===== src/rtl/inv_shift_rows_serial.sv =====
// -----------------------------------------------------------------------------
// inv_shift_rows_serial
//
// Byte-serial AES (Inv)ShiftRows permutation unit. A 16-byte AES state arrives
// one byte per in_valid cycle in column-major order (index = row + 4*col). The
// permuted state leaves as a contiguous 16-byte burst. Two 16-byte banks
// ping-pong, so block N+1 is written while block N is being read out.
//
// Parameters
//   INVERSE   1: InvShiftRows (out[r][c] = in[r][(c-r) mod 4])
//             0: ShiftRows    (out[r][c] = in[r][(c+r) mod 4])
//
// Ports
//   clk        rising-edge clock
//   rst_n      asynchronous active-low reset
//   in_valid   in_data carries a state byte this cycle
//   in_data    state byte, column-major order
//   out_valid  out_data carries a permuted byte
//   out_data   permuted state byte, column-major order (holds when idle)
//   out_last   high with the 16th byte of each burst
//   busy       read engine is emitting a burst (same as out_valid)
// -----------------------------------------------------------------------------
module inv_shift_rows_serial #(
  parameter bit INVERSE = 1'b1
) (
  input  logic       clk,
  input  logic       rst_n,
  input  logic       in_valid,
  input  logic [7:0] in_data,
  output logic       out_valid,
  output logic [7:0] out_data,
  output logic       out_last,
  output logic       busy
);

  logic [7:0] mem [2][16];

  logic [3:0] wr_cnt;
  logic       wr_bank;
  logic [3:0] rd_cnt;
  logic       rd_bank;
  logic       run;
  logic       start;

  // Source index for output position j = r + 4c. The column arithmetic is
  // done in 2 bits so the mod-4 wrap comes for free.
  function automatic logic [3:0] src(input logic [3:0] j);
    logic [1:0] r;
    logic [1:0] c;
    logic [1:0] sc;
    r  = j[1:0];
    c  = j[3:2];
    sc = INVERSE ? (c - r) : (c + r);
    return {sc, r};
  endfunction

  // Writing the 16th byte of a block hands that bank to the read engine.
  assign start = in_valid && (wr_cnt == 4'd15);

  // Bank storage needs no reset; stale contents are never read because the
  // read engine only starts on a freshly completed bank.
  always_ff @(posedge clk) begin
    if (in_valid) begin
      mem[wr_bank][wr_cnt] <= in_data;
    end
  end

  always_ff @(posedge clk or negedge rst_n) begin
    if (!rst_n) begin
      wr_cnt  <= 4'd0;
      wr_bank <= 1'b0;
    end else if (in_valid) begin
      wr_cnt <= wr_cnt + 4'd1;
      if (wr_cnt == 4'd15) begin
        wr_bank <= ~wr_bank;
      end
    end
  end

  // Read engine. A start arriving on the edge that emits byte 15 of the
  // previous burst re-arms the engine on the new bank, so bursts chain with
  // no bubble. The old rd_bank is still used for that edge's output byte.
  always_ff @(posedge clk or negedge rst_n) begin
    if (!rst_n) begin
      rd_cnt    <= 4'd0;
      rd_bank   <= 1'b0;
      run       <= 1'b0;
      out_valid <= 1'b0;
      out_last  <= 1'b0;
      out_data  <= 8'h00;
    end else begin
      out_valid <= run;
      out_last  <= run && (rd_cnt == 4'd15);
      if (run) begin
        out_data <= mem[rd_bank][src(rd_cnt)];
        rd_cnt   <= rd_cnt + 4'd1;
        if (rd_cnt == 4'd15) begin
          run <= 1'b0;
        end
      end
      if (start) begin
        run     <= 1'b1;
        rd_bank <= wr_bank;
        rd_cnt  <= 4'd0;
      end
    end
  end

  assign busy = out_valid;

endmodule

===== config.mk =====
export PLATFORM = sky130hd
export DESIGN_NAME = inv_shift_rows_serial
export DESIGN_NICKNAME = d
export VERILOG_FILES = /design/src/rtl/inv_shift_rows_serial.sv
export SDC_FILE = /design/constraint.sdc
export NUM_CORES = 1
export LEC_CHECK = 0
export CELL_PAD_IN_SITES_DETAIL_PLACEMENT = 1
export CELL_PAD_IN_SITES_GLOBAL_PLACEMENT = 2
export CORE_MARGIN = 2
export CORE_UTILIZATION = 40
export DETAILED_ROUTE_END_ITERATION = 12
export PLACE_DENSITY_LB_ADDON = 0.1
export REMOVE_ABC_BUFFERS = 1
export SLEW_MARGIN = 20
export SYNTH_ARGS = -nofsm -noshare
export SYNTH_HDL_FRONTEND = slang
export SYNTH_SLANG_ARGS = --single-unit

===== constraint.sdc =====
create_clock -name clk -period 2.52 [get_ports clk]
set_input_delay 0.252 -clock clk [delete_from_list [all_inputs] [get_ports clk]]
set_output_delay 0.252 -clock clk [all_outputs]
set_load 0.01 [all_outputs]

Word level (Yosys, flattened, before mapping)
Memory sizes are Yosys's and may differ from the RTL's. Cells that the tools add are included.

Eq/ne operators: 2. Bitwise gates (word level): 3. Reduce and logical (&&, ||, !) cells: 5. $add $sub $neg: 3. Multiplexer cells: 12. Order comparisons: 3.

Operators with widths (count): 128-bit 2-to-1 mux (1); 8-bit binary-select mux with 4-bit select (1); 8-bit demux with 4-bit select (1); 8-bit 2-to-1 mux (3); 5-bit greater-or-equal comparator (second input constant) (2); 4-bit NOT with 5-bit output (2); 4-bit by 1-bit adder with 4-bit output (second input constant) (2); 4-bit == test (second input constant) (2); 4-bit 2-to-1 mux (2); 5-bit by 1-bit less-than comparator with 1-bit output (second input constant) (1); 1-bit 2-to-1 mux (4); 1-bit logical AND (3); 2-bit AND reduction (1); 2-bit nonzero test (1); 2-bit subtractor (1); 1-bit NOT (1).

Memory bits (writable): 256. Word-level logic and storage cells: 37. Register bits after elaboration: 21. Output and inout bits: 11. Memories kept: 1.

Memories: mem (depth 2, width 128, rd ports 1, clocked after memory_dff 0, write ports 1, line 36) `logic [7:0] mem [2][16];`.

Depth between registers and ports, before layout
Gate-level depths: netlist of run 1.

Depth in word-level cells: 6. Gate-level depth with buffers: 9. Gate-level depth less buffers: 7.

Worst setup path after synthesis of run 1
No wires, ideal clock.

Path type: register to register. Start point: reg rd_cnt[2]. End point: reg out_data[1]. Period minus slack after synthesis: 1.967 ns. Buffers on the path: 2. Slack: 0.553 ns. Data required time: 2.399 ns. Cell stages (with the launch flop): 10. Data arrival time: 1.846 ns. Library setup time: 0.121 ns. Cell sequence: dfrtp_1 inv_1 ha_1 buf_2 nor2_1 buf_4 a22oi_1 a21oi_1 a211oi_1 a22o_1.

Word-level cells in the longest chain between the ends: 5.

Ends and longest elaborated chain: start, declared (line 40) `logic [3:0] rd_cnt;`; start signal, assigned (line 96) `rd_cnt <= rd_cnt + 4'd1;`; 2-bit subtractor (line 53) `sc = INVERSE ? (c - r) : (c + r);`; 4-bit NOT with 5-bit output (implied by the code) (line 95) `out_data <= mem[rd_bank][src(rd_cnt)];`; 8-bit binary-select mux with 4-bit select (line 95); 8-bit 2-to-1 mux (implied by the code) (2 in a row) (line 95); end signal, assigned (line 95); end, declared (line 31) `output logic [7:0] out_data,`.

Every way passes these cells. The select of a mux whose other input is x is not followed. A chain may end at the register's enable or synchronous reset.

Worst setup path after layout of run 1
Start point: reg rd_cnt[2]. End point: reg out_data[6].

Same word-level chain as after synthesis.

==> flow_metrics.tcl, run 1 <==
set metrics [dict create \
    cts_buffer_depth 3 \
    synth_commonest_cells "256 x edfxtp_1, 73 x mux2i_1, 32 x mux4_2, 32 x nor2_1, 21 x dfrtp_1" \
    antenna_cells 0 \
    p_seq_frac 0.397 \
    final_core_util 0.475 \
    grt_pass1_vias 5878 \
    min_path_type "in -> async" \
    placed_cell_area_sq_mm 0.0119 \
    dr.pass1.iters 4 \
    worstPathMaxFanout 14 \
    ctsRootBufferMaster "clkbuf_16" \
    chipWidth_um 170 \
    grt-ovfl-total 0 \
    async_flop_share 0.0758 \
    antenna_found_initial 0 \
    ys_seq_area_frac 0.742 \
    ys_types 39 \
    avgSynthCellArea_sq_um 19.0 \
    irDropWorstVdd_mv 0.658 \
    clock_power_share 0.274 \
    setup_viol_count_final 0 \
    htreeDepth 1 \
    finalPower_uw 14700 \
    grt_first_pass_wirelength_um 39400 \
    max-slew-margin-rel 0.363 \
    placement.io_buffers 21 \
    core-area_sq_mm 0.0270 \
    synth_top_flop_cell "edfxtp_1" \
    synth_edf_count 256 \
    final_net_count 673 \
    drive_gt1_frac 0.222 \
    die_area_sq_mm 0.0290 \
    cts_buffers 29 \
    startpoint_type "register" \
    wl_per_cell_um 25.9 \
    final_area_sq_mm 0.0128 \
    cts_tree "built" \
    num_vias 5600 \
    p_sw_frac 0.330 \
    routed_wl_um 26500 \
    drv_slew 0 \
    finalCriticalPeriod_ns 2.37 \
    drt-vias-per-instance 5.49 \
    arrival_ns 2.79 \
    required_ns 2.94 \
    clk_latency_ns 0.56 \
    netlist.area_leader.share 0.695 \
    cts.sinks 277 \
    synthCells 581 \
    grt_start_max_net_pins 46 \
    post-synth-top-area-cell "edfxtp_1" \
    whs_ns 0.229 \
    placed_cells 965 \
    ys_seq_elements 277 \
    skew_ns 0.0192 \
    synth.area.top_cells "edfxtp_1 69%, mux2i_1 6.6%, mux4_2 6.5%" \
    synth.most_common_cell "edfxtp_1" \
    yosysWarnings 0 \
    period_share 0.942 \
    max_cap_viol_count 0 \
    tightestPinTransition_ns 0.953 \
    drt-initial-drc-count 435 \
    area_growth_pct 16.0 \
    combPwrFrac 0.328 \
    layout.cells.non_filler 1020 \
    rows 60 \
    rsz0062_at_grt "no" \
    track_usage 0.188 \
    antenna_left 0 \
    clock.fmax_mhz 421 \
    cts_hold_buf 0 \
    power_density_mw_per_mm2 1140 \
    leakage_uw 0.00421 \
    initial_core_util 0.409 \
    clk_pin_slew_worst_paths_ns 0.07 \
    p_sw_uw 4840 \
    synth_area_sq_mm 0.0111 \
    cp-end-kind "register" \
    hpwl_um 16800 \
    io-pin-count 22 \
    drc 0 \
    final-hold-violation-count 0 \
    internal_power_uw 9820 \
    die_h_um 170 \
    status "completed" \
    gp_congestion 0.762 \
    criticalPathCategory "reg -> reg" \
]
## area by class of cell
cell class / count / area (sq um)
clock buffers: 42 / 805
well taps: 341 / 427
flip-flops and latches: 277 / 8220
fillers: 2527 / 14200
multi-input cells: 265 / 2580
inverters: 7 / 26.3
clock inverters: 12 / 90.1
repair buffers: 76 / 686
## final timing paths
path,cells after the start,slack [ns],startpoint,end
min reg2reg,1,0.56,out_data[4],out_data[4]
max,8,0.15,rd_cnt[2],out_data[6]
min in group clk,3,0.48,in_valid,wr_cnt[0]
min,1,0.23,rst_n,out_data[7]
max in group asynchronous,2,1.60,rst_n,rd_cnt[3]
max reg2reg,8,0.15,rd_cnt[2],out_data[6]
## worst max-delay path, cell delays in order (launching register included)
cell and delay (ns):
dfrtp_1 0.40, inv_1 0.12, ha_1 0.30, nor2b_1 0.31
buf_4 0.32, a22o_1 0.20, a221oi_1 0.06, o221ai_1 0.39
o2bb2ai_1 0.13
## cell families after synthesis
family | Yosys count | synth area share
XOR/XNOR | 8 | 0.00633
adder cells (fa/ha/maj) | 6 | 0.00679
AND/OR/NAND/NOR | 78 | 0.0321
multiplexers | 113 | 0.139
AO/OA/AOI/OAI | 60 | 0.0480
buffers and inverters | 39 | 0.0251
flip-flops | 277 | 0.742
## cell usage in the layout (no fill, tap or decap), types with 7 or more instances in the layout
cell type,Yosys,final
a221oi_2,9,9
a22o_1,15,15
buf_4,3,50
clkbuf_1,7,10
clkbuf_16,0,29
clkdlybuf4s50_1,0,21
dfrtp_1,21,20
edfxtp_1,256,256
inv_1,7,7
mux2_2,8,8
mux2i_1,73,73
mux4_2,32,32
nand2_1,17,17
nor2_1,32,32
nor3_1,7,7
o21ai_1,7,7
## repair_timing
item / 4_1_cts / 5_1_grt
endpoints found under the setup margin: 3 / 1
resized for setup: 1 / 1
pin swaps: 0 / 0
buffers inserted: 1 / 0
## metrics by stage
stage	setup slack, ns	setup TNS [ns]
finish	0.147	0
global route	0.0374	0
CTS	0.119	0
detailed placement	-0.122	-0.294
global placement	-0.131	-0.262
floorplan	-2.17	-17.90
## power by group through the flow
stage | combinational (uW) | sequential [uW] | clock (uW)
after global placement | 4700 | 5950 | 0
after floorplan | 2790 | 6120 | 0
after CTS | 4860 | 5820 | 4110
after global routing | 5160 | 5860 | 4270
after detailed placement | 4740 | 5980 | 0
final | 4820 | 5830 | 4020
## layer usage
| layer | GRT usage | up-vias | part of all wire |
|---|---|---|---|
| li1 | - | 2491 | - |
| met1 | 0.289 | 2956 | 0.50 |
| met2 | 0.289 | 118 | 0.45 |
| met3 | 0.0235 | 35 | 0.042 |
| met4 | 0.0390 | 0 | 0.014 |
| met5 | 0 | - | 0 |
## registers in the layout, indices dropped and copies added, names as in the netlist
| signal | count |
|---|---|
| mem | 256 |
| rd_bank | 1 |
| wr_bank | 1 |
| wr_cnt | 4 |
| out_data | 8 |
| rd_cnt | 4 |
| out_last | 1 |
| busy | 1 |
| run | 1 |
Note: power is estimated with default switching activity, not from simulation.
==> run 2: changes to the inputs <==
--- a/config.mk
+++ b/config.mk
@@ -5,6 +5,7 @@
 export SDC_FILE = /design/constraint.sdc
 export NUM_CORES = 1
 export LEC_CHECK = 0
+export ABC_AREA = 1
 export CELL_PAD_IN_SITES_DETAIL_PLACEMENT = 1
 export CELL_PAD_IN_SITES_GLOBAL_PLACEMENT = 2
 export CORE_MARGIN = 2
==> flow_metrics.tcl, run 2 <==
set metrics [dict create \
    cts_hold_buf 0 \
    final_net_count 1193 \
    synthSimpleGateAreaFrac 0.203 \
    antenna_found_initial 0 \
    setup_viol_count_final 0 \
    rows 62 \
    internal_power_uw 9730 \
    io-pin-count 22 \
    wl_per_cell_um 20.3 \
    p_sw_frac 0.384 \
    ys_types 24 \
    cts_tree "built" \
    num_vias 7930 \
    area_growth_pct 15.9 \
    leakage_uw 0.00551 \
    max-slew-margin-rel 0.447 \
    initial_core_util 0.409 \
    cpPeakStageDelay_ns 0.61 \
    drt-vias-per-instance 5.01 \
    worstPathMaxFanout 13 \
    antenna_left 0 \
    regToRegSetupSlack_ns 0.26 \
    gp_congestion 0.776 \
    whs_ns 0.140 \
    cts_buffer_depth 3 \
    hpwl_um 19300 \
    netlist.area_leader.share 0.650 \
    power_density_mw_per_mm2 1150 \
    reg2reg_from "rd_cnt[0]" \
    skew_ns 0.0161 \
    avgSynthCellArea_sq_um 10.5 \
    synthCells 1123 \
    finalCriticalPeriod_ns 2.26 \
    ys_seq_elements 277 \
    htreeDepth 1 \
    synth_top_flop_cell "edfxtp_1" \
    yosys.area_share.adder 0.00635 \
    antenna_cells 0 \
    irDropWorstVdd_mv 0.639 \
    placement.io_buffers 21 \
    die_h_um 176 \
    status "completed" \
    cp-end-kind "register" \
    required_ns 3.01 \
    synth_top_family_by_area "simple AND/OR/NAND/NOR gates" \
    startpoint_type "register" \
    synth_compound_area_frac 0.0268 \
    async_flop_share 0.0758 \
    synth_area_sq_mm 0.0118 \
    tightestPinTransition_ns 0.828 \
    clock.fmax_mhz 442 \
    startpoint "rd_cnt[0]" \
    synth_edf_count 256 \
    cts_buffers 30 \
    placed_cells 1528 \
    synth_xor_area_frac 0.00518 \
    final_core_util 0.474 \
    drt-initial-drc-count 523 \
    place_ws_ns 0.316 \
    clk_pin_slew_worst_paths_ns 0.07 \
    routed_wl_um 32200 \
    path_cells "ha_1 -> xor2_1 -> nor2_1 -> or2_2 -> inv_2 -> nand3_1 -> nand2_1 -> nand2_1" \
    chipWidth_um 176 \
    final_cell_mix "303 x nand2_1, 256 x edfxtp_1, 124 x inv_1, 124 x nor2_1, 123 x nand3_1" \
    grt_first_pass_wirelength_um 49300 \
    rsz0062_at_grt "no" \
    cts.repair.resized 0 \
    n_fill_cell 3138 \
    synth.area.top_cells "edfxtp_1 65%, nand2_1 9.6%, nand3_1 5.2%" \
    slowest_stage "nor2_1" \
    final-hold-violation-count 0 \
    r2r_cells 8 \
    layout.cells.non_filler 1584 \
    grt_start_max_net_pins 129 \
    crit_top_cell "nand2_1" \
    clock_power_share 0.273 \
    worstSetupEndpoint "out_data[0]" \
    grt_pass1_vias 7985 \
    drive_gt1_frac 0.0917 \
    combPwrFrac 0.361 \
    max_cap_viol_count 0 \
    dr.pass1.iters 4 \
    post-synth-top-area-cell "edfxtp_1" \
    reg_top3 "mem (256), out_data (8)" \
    min_path_type "in -> async" \
    track_usage 0.213 \
    grt-ovfl-total 0 \
    cts_setup_buffers 0 \
    r2r_end "out_data[0]" \
    criticalPathCategory "reg -> reg" \
    synth_commonest_cells "303 x nand2_1, 256 x edfxtp_1, 124 x inv_1, 124 x nor2_1, 123 x nand3_1" \
    arrival_ns 2.75 \
    core-area_sq_mm 0.0289 \
    setup_slack_ns 0.258 \
    p_sw_uw 6070 \
    cts.sinks 277 \
    finalPower_uw 15800 \
    period_share 0.898 \
    top_register "mem" \
    largest_reg_flops 256 \
    synth_mux_area_frac 0 \
    ys_seq_area_frac 0.695 \
    ctsRootBufferMaster "clkbuf_16" \
    clk_latency_ns 0.56 \
    drc 0 \
    die_area_sq_mm 0.0310 \
    layout_commonest_cell "nand2_1" \
    p_seq_frac 0.365 \
    yosysWarnings 0 \
    drv_slew 0 \
    synth.most_common_cell "nand2_1" \
]
run 2: changes by cell type after synthesis, sizes merged, moves of 21 or more:
cell,previous run,this run
nand2,17,303
nor2,32,125
mux4,32,0
mux2i,73,0
inv,7,128
nand3,6,123
nor3,7,28
o21ai,9,51
run 2: final cells by class:
class,instances,area [sq um],area share
repair buffers,79,721,0.0526
well taps,384,480,0.0350
clock buffers,36,795,0.0579
flip-flops and latches,277,8220,0.599
clock inverters,20,165,0.0120
inverters,128,483,0.0352
multi-input cells,660,2850,0.208
run 2: worst min-delay path by stage:
| stage | start | to | slack [ns] |
|---|---|---|---|
| final | rst_n | rd_bank | 0.14 |
| after global placement | wr_cnt[3] | wr_cnt[3] | 0.53 |
| after CTS | rst_n | wr_bank | 0.15 |
| after global routing | rst_n | busy | 0.19 |
| after detailed placement | wr_cnt[3] | wr_cnt[3] | 0.54 |
| after floorplan | rst_n | busy | -0.04 |
run 2: cell families (layout without fill, tap and decap cells):
kind of cell	Yosys count	in the layout
AND/OR/NAND/NOR	584	584
flip-flops	277	277
buffers and inverters	186	263
AO/OA/AOI/OAI	63	63
XOR/XNOR	7	7
adder cells (fa/ha/maj)	6	6
run 2: worst max-delay path: cells and delay by family (launching register included):
kind | cells | cell delay (ns)
AND/OR/NAND/NOR | 5 | 1.12
flip-flops | 1 | 0.54
adder cells (fa/ha/maj) | 1 | 0.29
XOR/XNOR | 1 | 0.15
buffers and inverters | 1 | 0.08
run 2: power groups by stage:
stage	Combinational, uW	Clock [uW]	Sequential (uW)
floorplan	3060	0	6040
CTS	5820	4410	5770
finish	5710	4320	5770
global route	6430	4570	5810
detailed placement	5810	0	5860
global placement	5760	0	5850
run 2: metal layers:
metal / vias up / part of all wire / GRT usage
met5: - / 0 / 0
met2: 132 / 0.47 / 0.345
met3: 45 / 0.030 / 0.0211
met1: 3948 / 0.48 / 0.312
met4: 0 / 0.021 / 0.0482
li1: 3805 / - / -
run 2: through the flow:
step                      instance area (sq um)  TNS [ns]
after floorplan                           11500    -16.51
after global placement                    12800         0
after detailed placement                  12800         0
after CTS                                 13700         0
after global routing                      13700         0
final                                     13700         0
==> run 3: changes to the inputs <==
--- a/config.mk
+++ b/config.mk
@@ -10,6 +10,7 @@
 export CELL_PAD_IN_SITES_GLOBAL_PLACEMENT = 2
 export CORE_MARGIN = 2
 export CORE_UTILIZATION = 40
+export CTS_BUF_LIST = sky130_fd_sc_hd__clkbuf_8 sky130_fd_sc_hd__clkbuf_16
 export DETAILED_ROUTE_END_ITERATION = 12
 export PLACE_DENSITY_LB_ADDON = 0.1
 export REMOVE_ABC_BUFFERS = 1
==> flow_metrics.tcl, run 3 (synthesized netlist as in run 2, its figures left out) <==
set metrics [dict create \
    period_share 0.894 \
    cp-end-kind "register" \
    wirelength_met1_um 15500 \
    cts_setup_buffers 0 \
    clock_power_share 0.273 \
    num_vias 7928 \
    final_cell_mix "303 x nand2_1, 256 x edfxtp_1, 129 x inv_1, 124 x nor2_1, 123 x nand3_1" \
    max_cap_viol_count 0 \
    top_layer_used "met4" \
    skew_ns 0.0166 \
    combPwrFrac 0.362 \
    seqCellArea_sq_mm 0.00822 \
    criticalPathCategory "reg -> reg" \
    rows 62 \
    cts.repair.resized 0 \
    layout.cells.non_filler 1584 \
    leakage_uw 0.00553 \
    irDropWorstVdd_mv 0.638 \
    cts_hold_buf 0 \
    initial_core_util 0.409 \
    place_ws_ns 0.316 \
    finalCriticalPeriod_ns 2.25 \
    grt_first_pass_wirelength_um 49300 \
    layout_commonest_cell "nand2_1" \
    max-slew-margin-rel 0.447 \
    min_path_type "in -> async" \
    setup_slack_ns 0.266 \
    setup_viol_count_final 0 \
    p_seq_frac 0.366 \
    drt-initial-drc-count 520 \
    drive_gt1_frac 0.0917 \
    drv_slew 0 \
    final-hold-violation-count 0 \
    placed_cells 1528 \
    gp_congestion 0.776 \
    internal_power_uw 9710 \
    cts_buffers 30 \
    chipWidth_um 176 \
    antenna_cells 0 \
    placement.io_buffers 21 \
    status "completed" \
    tightestPinTransition_ns 0.829 \
    hpwl_um 19300 \
    dr_wl_met2_um 15000 \
    track_usage 0.213 \
    cts_buffer_depth 3 \
    area_growth_pct 15.9 \
    largest_reg_flops 256 \
    n_fill_cell 3138 \
    setup_tns_ns 0 \
    grt_start_max_net_pins 129 \
    die_h_um 176 \
    multi_input_area_sq_mm 0.00285 \
    rsz0062_at_grt "no" \
    power_density_mw_per_mm2 1150 \
    drt-vias-per-instance 5.01 \
    clk_pin_slew_worst_paths_ns 0.07 \
    wl_met3_um 1010 \
    grt-ovfl-total 0 \
    routed_wl_um 32200 \
    grt_pass1_vias 7985 \
    clock.fmax_mhz 444 \
    p_sw_uw 6070 \
    antenna_found_initial 0 \
    die_area_sq_mm 0.0310 \
    ctsRootBufferMaster "clkbuf_16" \
    p_sw_frac 0.384 \
    wl_per_cell_um 20.3 \
    htreeDepth 1 \
    dr.pass1.iters 4 \
    antenna_left 0 \
    reg_top3 "mem (256), out_data (8)" \
    cts.sinks 277 \
    io-pin-count 22 \
    required_ns 3.01 \
    startpoint_type "register" \
    arrival_ns 2.75 \
    cts_tree "built" \
    worstPathMaxFanout 13 \
    final_net_count 1193 \
    core-area_sq_mm 0.0289 \
    drc 0 \
    clk_latency_ns 0.56 \
    top_register "mem" \
]
## run 3: layout make-up
| cell class | instances | share of cell area |
|---|---|---|
| flip-flops and latches | 277 | 0.599 |
| multi-input cells | 660 | 0.208 |
| clock buffers | 31 | 0.0566 |
| repair buffers | 79 | 0.0526 |
| inverters | 128 | 0.0352 |
| well taps | 384 | 0.0350 |
| clock inverters | 25 | 0.0134 |
## run 3: through the flow
stage	util	hold slack [ns]	power (uW)	area [sq um]
detailed placement	0.441	0.543	11700	12800
finish	0.474	0.140	15800	13700
floorplan	-	-0.0436	9100	11500
global placement	0.441	0.533	11600	12800
global route	0.474	0.194	16800	13700
CTS	0.474	0.147	16000	13700
## run 3: worst paths after layout
check	depth (start not counted)	slack, ns	from	endpoint
min reg2reg	1	0.54	wr_cnt[3]	wr_cnt[3]
max in group asynchronous	2	1.79	rst_n	wr_cnt[1]
max	8	0.27	rd_cnt[0]	out_data[0]
min in group clk	3	0.49	in_valid	wr_cnt[0]
min	1	0.14	rst_n	rd_bank
max reg2reg	8	0.27	rd_cnt[0]	out_data[0]
## run 3: power by group through the flow
stage	Clock, uW	Combinational [uW]	Sequential, uW
floorplan	0	3060	6040
global placement	0	5760	5850
detailed placement	0	5810	5860
global route	4550	6430	5810
CTS	4390	5820	5770
finish	4300	5710	5770
## run 3: worst max-delay path, stage by stage, from the launching register on
cell,delay (ns)
dfrtp_2,0.54
ha_1,0.29
xor2_1,0.15
nor2_1,0.60
or2_2,0.24
inv_2,0.08
nand3_1,0.15
nand2_1,0.07
nand2_1,0.05
## run 3: layer usage
metal | track usage | up-vias
met3 | 0.0211 | 45
met4 | 0.0482 | 0
met5 | 0 | -
met2 | 0.345 | 134
met1 | 0.312 | 3944
li1 | - | 3805
==> edit 1, RTL diff (flow settings as in run 1) <==
Put one more register stage on the output `out_data`, with the module's reset. The value now appears one clock later. The other outputs are not delayed to match.
--- a/src/rtl/inv_shift_rows_serial.sv
+++ b/src/rtl/inv_shift_rows_serial.sv
@@ -32,6 +32,8 @@
   output logic       out_last,
   output logic       busy
 );
+
+  logic [7:0] out_data_s0;
 
   logic [7:0] mem [2][16];
 
@@ -87,12 +89,12 @@
       run       <= 1'b0;
       out_valid <= 1'b0;
       out_last  <= 1'b0;
-      out_data  <= 8'h00;
+      out_data_s0 <= 8'h00;
     end else begin
       out_valid <= run;
       out_last  <= run && (rd_cnt == 4'd15);
       if (run) begin
-        out_data <= mem[rd_bank][src(rd_cnt)];
+        out_data_s0 <= mem[rd_bank][src(rd_cnt)];
         rd_cnt   <= rd_cnt + 4'd1;
         if (rd_cnt == 4'd15) begin
           run <= 1'b0;
@@ -108,4 +110,12 @@
 
   assign busy = out_valid;
 
+  always_ff @(posedge clk or negedge rst_n) begin
+    if (!rst_n) begin
+      out_data <= '0;
+    end else begin
+      out_data <= out_data_s0;
+    end
+  end
+
 endmodule
Formal check against the unedited RTL: no difference found for any inputs over 10 cycles, from zero or initial values and one cycle with rst_n low; that may be too few to reach the edited logic, so the function may still have changed.
==> edit 1 against run 1 <==
Power up 3.0%. Routed wire length shrank 1.7%. Clock power increased by 12%. Final area grew 2.4%. Synthesized cell count increased by 1.0%. Clock skew down 0.0096 ns. Via count is 0.29% higher. Setup slack better by 0.061 ns. Area after synthesis grew 1.4%. Die area grew 1.3%. Largest power group unchanged. Sequential cell count up 8.
==> edit 1: results (changes against run 1) <==
power:
  leakagePower_nw: 4.34  # +3.0%
  peakVddDrop_uv: 557  # -15%
worst_setup_path:
  slowest_delay_ns: 0.42  # +0.02 ns
  crit_path_end: "out_data_s0[1]"
  rr_worst_depth: 6  # -2
  slowest_stage: "buf_4"
  reg2reg_slack_ns: 0.21  # +0.06 ns
  critPathTopFamily: "multiplexers"
  worstReg2RegStart: "rd_cnt[0]"
  crit_arrival_ns: 2.73  # -0.06 ns
layout:
  layout-drive-gt1-share_pct: 22.6  # +0.36 points
timing:
  fin_skew_ns: 0.00965  # -0.00958 ns
  max_slew_margin_pct: 51.1  # +15 points
  hold_ws_ns: 0.139  # -0.0899 ns
detailed_routing:
  wl_met3_mm: 1.08  # -2.6%
  wire_per_inst_um: 24.4  # -5.8%
place:
  place_area_um2: 12100  # +1.6%
  globalplace.congestion: 0.832  # +9.3%
grt:
  grt_pass1_vias: 5748  # -2.2%
  use_met1_pct: 27.8  # -1.1 points
  globalRouteMet2Util_pct: 27.1  # -1.8 points
  gr-usage-all-layers_pct: 18.2  # -0.65 points
synthesis:
  synth-compound-area-share_pct: 4.72  # -0.076 points
  yosysSeqAreaShare_pct: 75.0  # +0.77 points
  synth.area.top_cells: "edfxtp_1 69%, mux2i_1 6.5%, dfrtp_1 6.5%"
  synth_common_cells: "256 x edfxtp_1, 73 x mux2i_1, 35 x nor2_1, 32 x mux4_2, 29 x dfrtp_1"
outcome:
  status: "completed"
[edit 1: timing repair]
item,CTS,global route
hold buffers,0,0
endpoints found under the hold margin,0,0
endpoints found under the setup margin,0,4
gates resized for setup,0,2
[edit 1: worst register-to-register path, cell delays in order (launching register included)]
cell and delay (ns):
dfrtp_1 0.35, buf_4 0.26, buf_4 0.42, mux4_2 0.42
mux2_2 0.29, o21ai_1 0.35, o2bb2ai_1 0.10
[edit 1: cell families after synthesis]
group / Yosys count
AO/OA/AOI/OAI: 62
XOR/XNOR: 8
adder cells (fa/ha/maj): 6
buffers and inverters: 38
flip-flops: 285
multiplexers: 112
AND/OR/NAND/NOR: 76
[edit 1: cell type report]
cell class                 count  area [µm²]
clock buffer                  41         833
timing repair buffer          76         648
inverter                       5        18.8
fill                        2544       14600
sequential                   285        8420
clock inverter                15         200
tap                          378         473
multi-input combinational    264        2550
[edit 1: power by group]
group / switching [mW] / internal, mW
logic: 2.66 / 1.96
registers: 0.294 / 5.67
clock network: 1.78 / 2.73
total: 4.74 / 10.4
==> edit 2, RTL diff (settings of run 1) <==
Made on the original files. The parameter `INVERSE` goes from 1'b1 to 1'b0.
--- a/src/rtl/inv_shift_rows_serial.sv
+++ b/src/rtl/inv_shift_rows_serial.sv
@@ -21,7 +21,7 @@
 //   busy       read engine is emitting a burst (same as out_valid)
 // -----------------------------------------------------------------------------
 module inv_shift_rows_serial #(
-  parameter bit INVERSE = 1'b1
+  parameter bit INVERSE = 1'b0
 ) (
   input  logic       clk,
   input  logic       rst_n,
Function: same outputs for any inputs over 10 cycles, from zero or initial values and one cycle with rst_n low; that may be too few to reach the edited logic, so the function may still have changed.
==> edit 2 against run 1 <==
Critical path depth decreased by 1. Sequential share of layout area is 0.21 points higher. Power shrank 1.2%. Clock skew decreased by 0.0082 ns. Area after synthesis shrank 0.57%. Final area is 0.32% lower. Critical endpoint is now out_data[5]. Routed wire length decreased by 3.0%. Setup slack improved by 0.011 ns. Sequential cell count did not move. Final cell count decreased by 0.29%. Via count is 1.6% lower. Critical path type unchanged. Global-route usage down 0.60 points.
==> edit 2: results (changes against run 1) <==
outcome:
  status: "completed"
clock_network:
  clk_pin_slew_worst_paths_ns: 0.06
  h-tree-depth: 1  # unchanged
  cts_setup_buffers: 0  # -1
  clk_latency_ns: 0.55
  cts-buffers-inserted: 29  # unchanged
synthesis:
  syn_inst: 579  # -0.34%
  yosysWarnings: 0  # unchanged
  synthArstFlopShare_pct: 7.58  # unchanged
  yosys_most_used_dff: "edfxtp_1"
  synth_edf_count: 256  # unchanged
  yosysSeqAreaShare_pct: 74.7  # +0.42 points
  synth.distinct_cells: 39  # unchanged
  synth.area.top_cells: "edfxtp_1 70%, mux2i_1 6.6%, mux4_2 6.6%"
  synth_common_cells: "256 x edfxtp_1, 73 x mux2i_1, 35 x nor2_1, 32 x mux4_2, 21 x dfrtp_1"
layout:
  nets: 670  # -0.45%
  layout-drive-gt1-share_pct: 21.7  # -0.49 points
  final_cells: 1017  # -0.29%
  diodes: 0  # unchanged
  fill_cells: 2488  # -1.5%
detailed_routing:
  routed_wirelength_mm: 25.7  # -3.0%
  drtIter0Drc: 476  # +9.4%
  vias_per_cell: 5.42  # -1.3%
  drt-pass1-iter-count: 4  # unchanged
power:
  peakVddDrop_uv: 541  # -18%
  leakagePower_nw: 4.20  # -0.23%
place:
  place_ws_ns: 0.0898  # +0.212 ns
  placed_cells: 963  # -0.21%
  globalplace.congestion: 0.740  # -2.9%
  dp_hpwl_mm: 16.2  # -3.5%
  port_buffers: 21  # unchanged
grt:
  grt_pass1_wl_mm: 38.1  # -3.2%
  grt_max_degree: 40  # -13%
  antenna_found_initial: 0  # unchanged
  gr-usage-all-layers_pct: 18.2  # -0.60 points
  grt_pass1_vias: 5836  # -0.71%
timing:
  fin_skew_ns: 0.0110  # -0.00824 ns
  slew_viol_final: 0  # unchanged
  max_slew_margin_pct: 47.3  # +11 points
worst_setup_path:
  worstPathMaxFanout: 16  # +2
## edit 2: logic make-up (layout without fill, tap and decap cells)
logic type                 count (synthesis)  count (layout)  synth area share, %
AOI/OAI and AO/OA                         62              62                 4.67
xor gates and xnor gates                   8               8                0.637
adders and majority gates                  6               6                0.682
buffers and inverters                     38             135                 2.34
DFF                                      277             277                 74.7
muxes                                    112             112                 13.9
and+or+nand+nor                           76              76                 3.09
## edit 2: final timing paths
check                           cells after the start  slack [ns]         from           to
worst max-delay path                                7        0.16    rd_cnt[2]  out_data[5]
worst min-delay path                                1        0.16        rst_n         busy
worst max register to register                      7        0.16    rd_cnt[2]  out_data[5]
worst min register to register                      1        0.52  out_data[6]  out_data[6]
max in group asynchronous                           2        1.73        rst_n    wr_cnt[0]
min in group clk                                    3        0.45     in_valid    wr_cnt[1]
## edit 2: metrics by stage
| step | total power [mW] | setup TNS [ns] | utilization [%] | cell area (µm²) | hold slack (ns) |
|---|---|---|---|---|---|
| after floorplan | 8.82 | -18.00 | - | 10800 | -0.0436 |
| after global placement | 10.5 | 0 | 44.1 | 11900 | 0.499 |
| after detailed placement | 10.6 | 0 | 44.1 | 11900 | 0.513 |
| after CTS | 14.7 | 0 | 47.4 | 12800 | 0.174 |
| after global routing | 15.2 | 0 | 47.5 | 12800 | 0.208 |
| final | 14.5 | 0 | 47.5 | 12800 | 0.160 |
## edit 2: final cells by class
class / instances / share of cell area [%]
clock inverters: 22 / 1.31
flip-flops and latches: 277 / 64.3
well taps: 341 / 3.34
multi-input cells: 264 / 19.8
inverters: 5 / 0.147
repair buffers: 76 / 5.36
clock buffers: 32 / 5.76
## edit 2: repair_timing
action,CTS,global route
hold buffers,0,0
gates resized for setup,0,1
setup endpoints to repair,0,1
hold endpoints to repair,0,0
## edit 2: metal layers
layer | part of all wire [%] | vias up | track usage, %
li1 | - | 2473 | -
met1 | 48 | 2887 | 27.5
met2 | 46 | 112 | 28.5
met3 | 4.5 | 38 | 2.07
met4 | 1.9 | 0 | 4.50
met5 | 0 | - | 0
## edit 2: critical path, stage by stage, from the launching register on
cell	delay (ns)
dfrtp_1	0.44
ha_1	0.48
nor2b_1	0.08
buf_4	0.23
a22o_1	0.25
a221oi_2	0.30
o221ai_1	0.30
o2bb2ai_1	0.19
## edit 2: where the power goes
| group | switching [mW] | leakage [nW] | total, mW | internal [mW] |
|---|---|---|---|---|
| clock network | 1.74 | 0.445 | 4.06 | 2.31 |
| logic | 2.69 | 1.19 | 4.69 | 2.00 |
| registers | 0.267 | 2.56 | 5.74 | 5.48 |
| total | 4.70 | 4.20 | 14.5 | 9.79 |
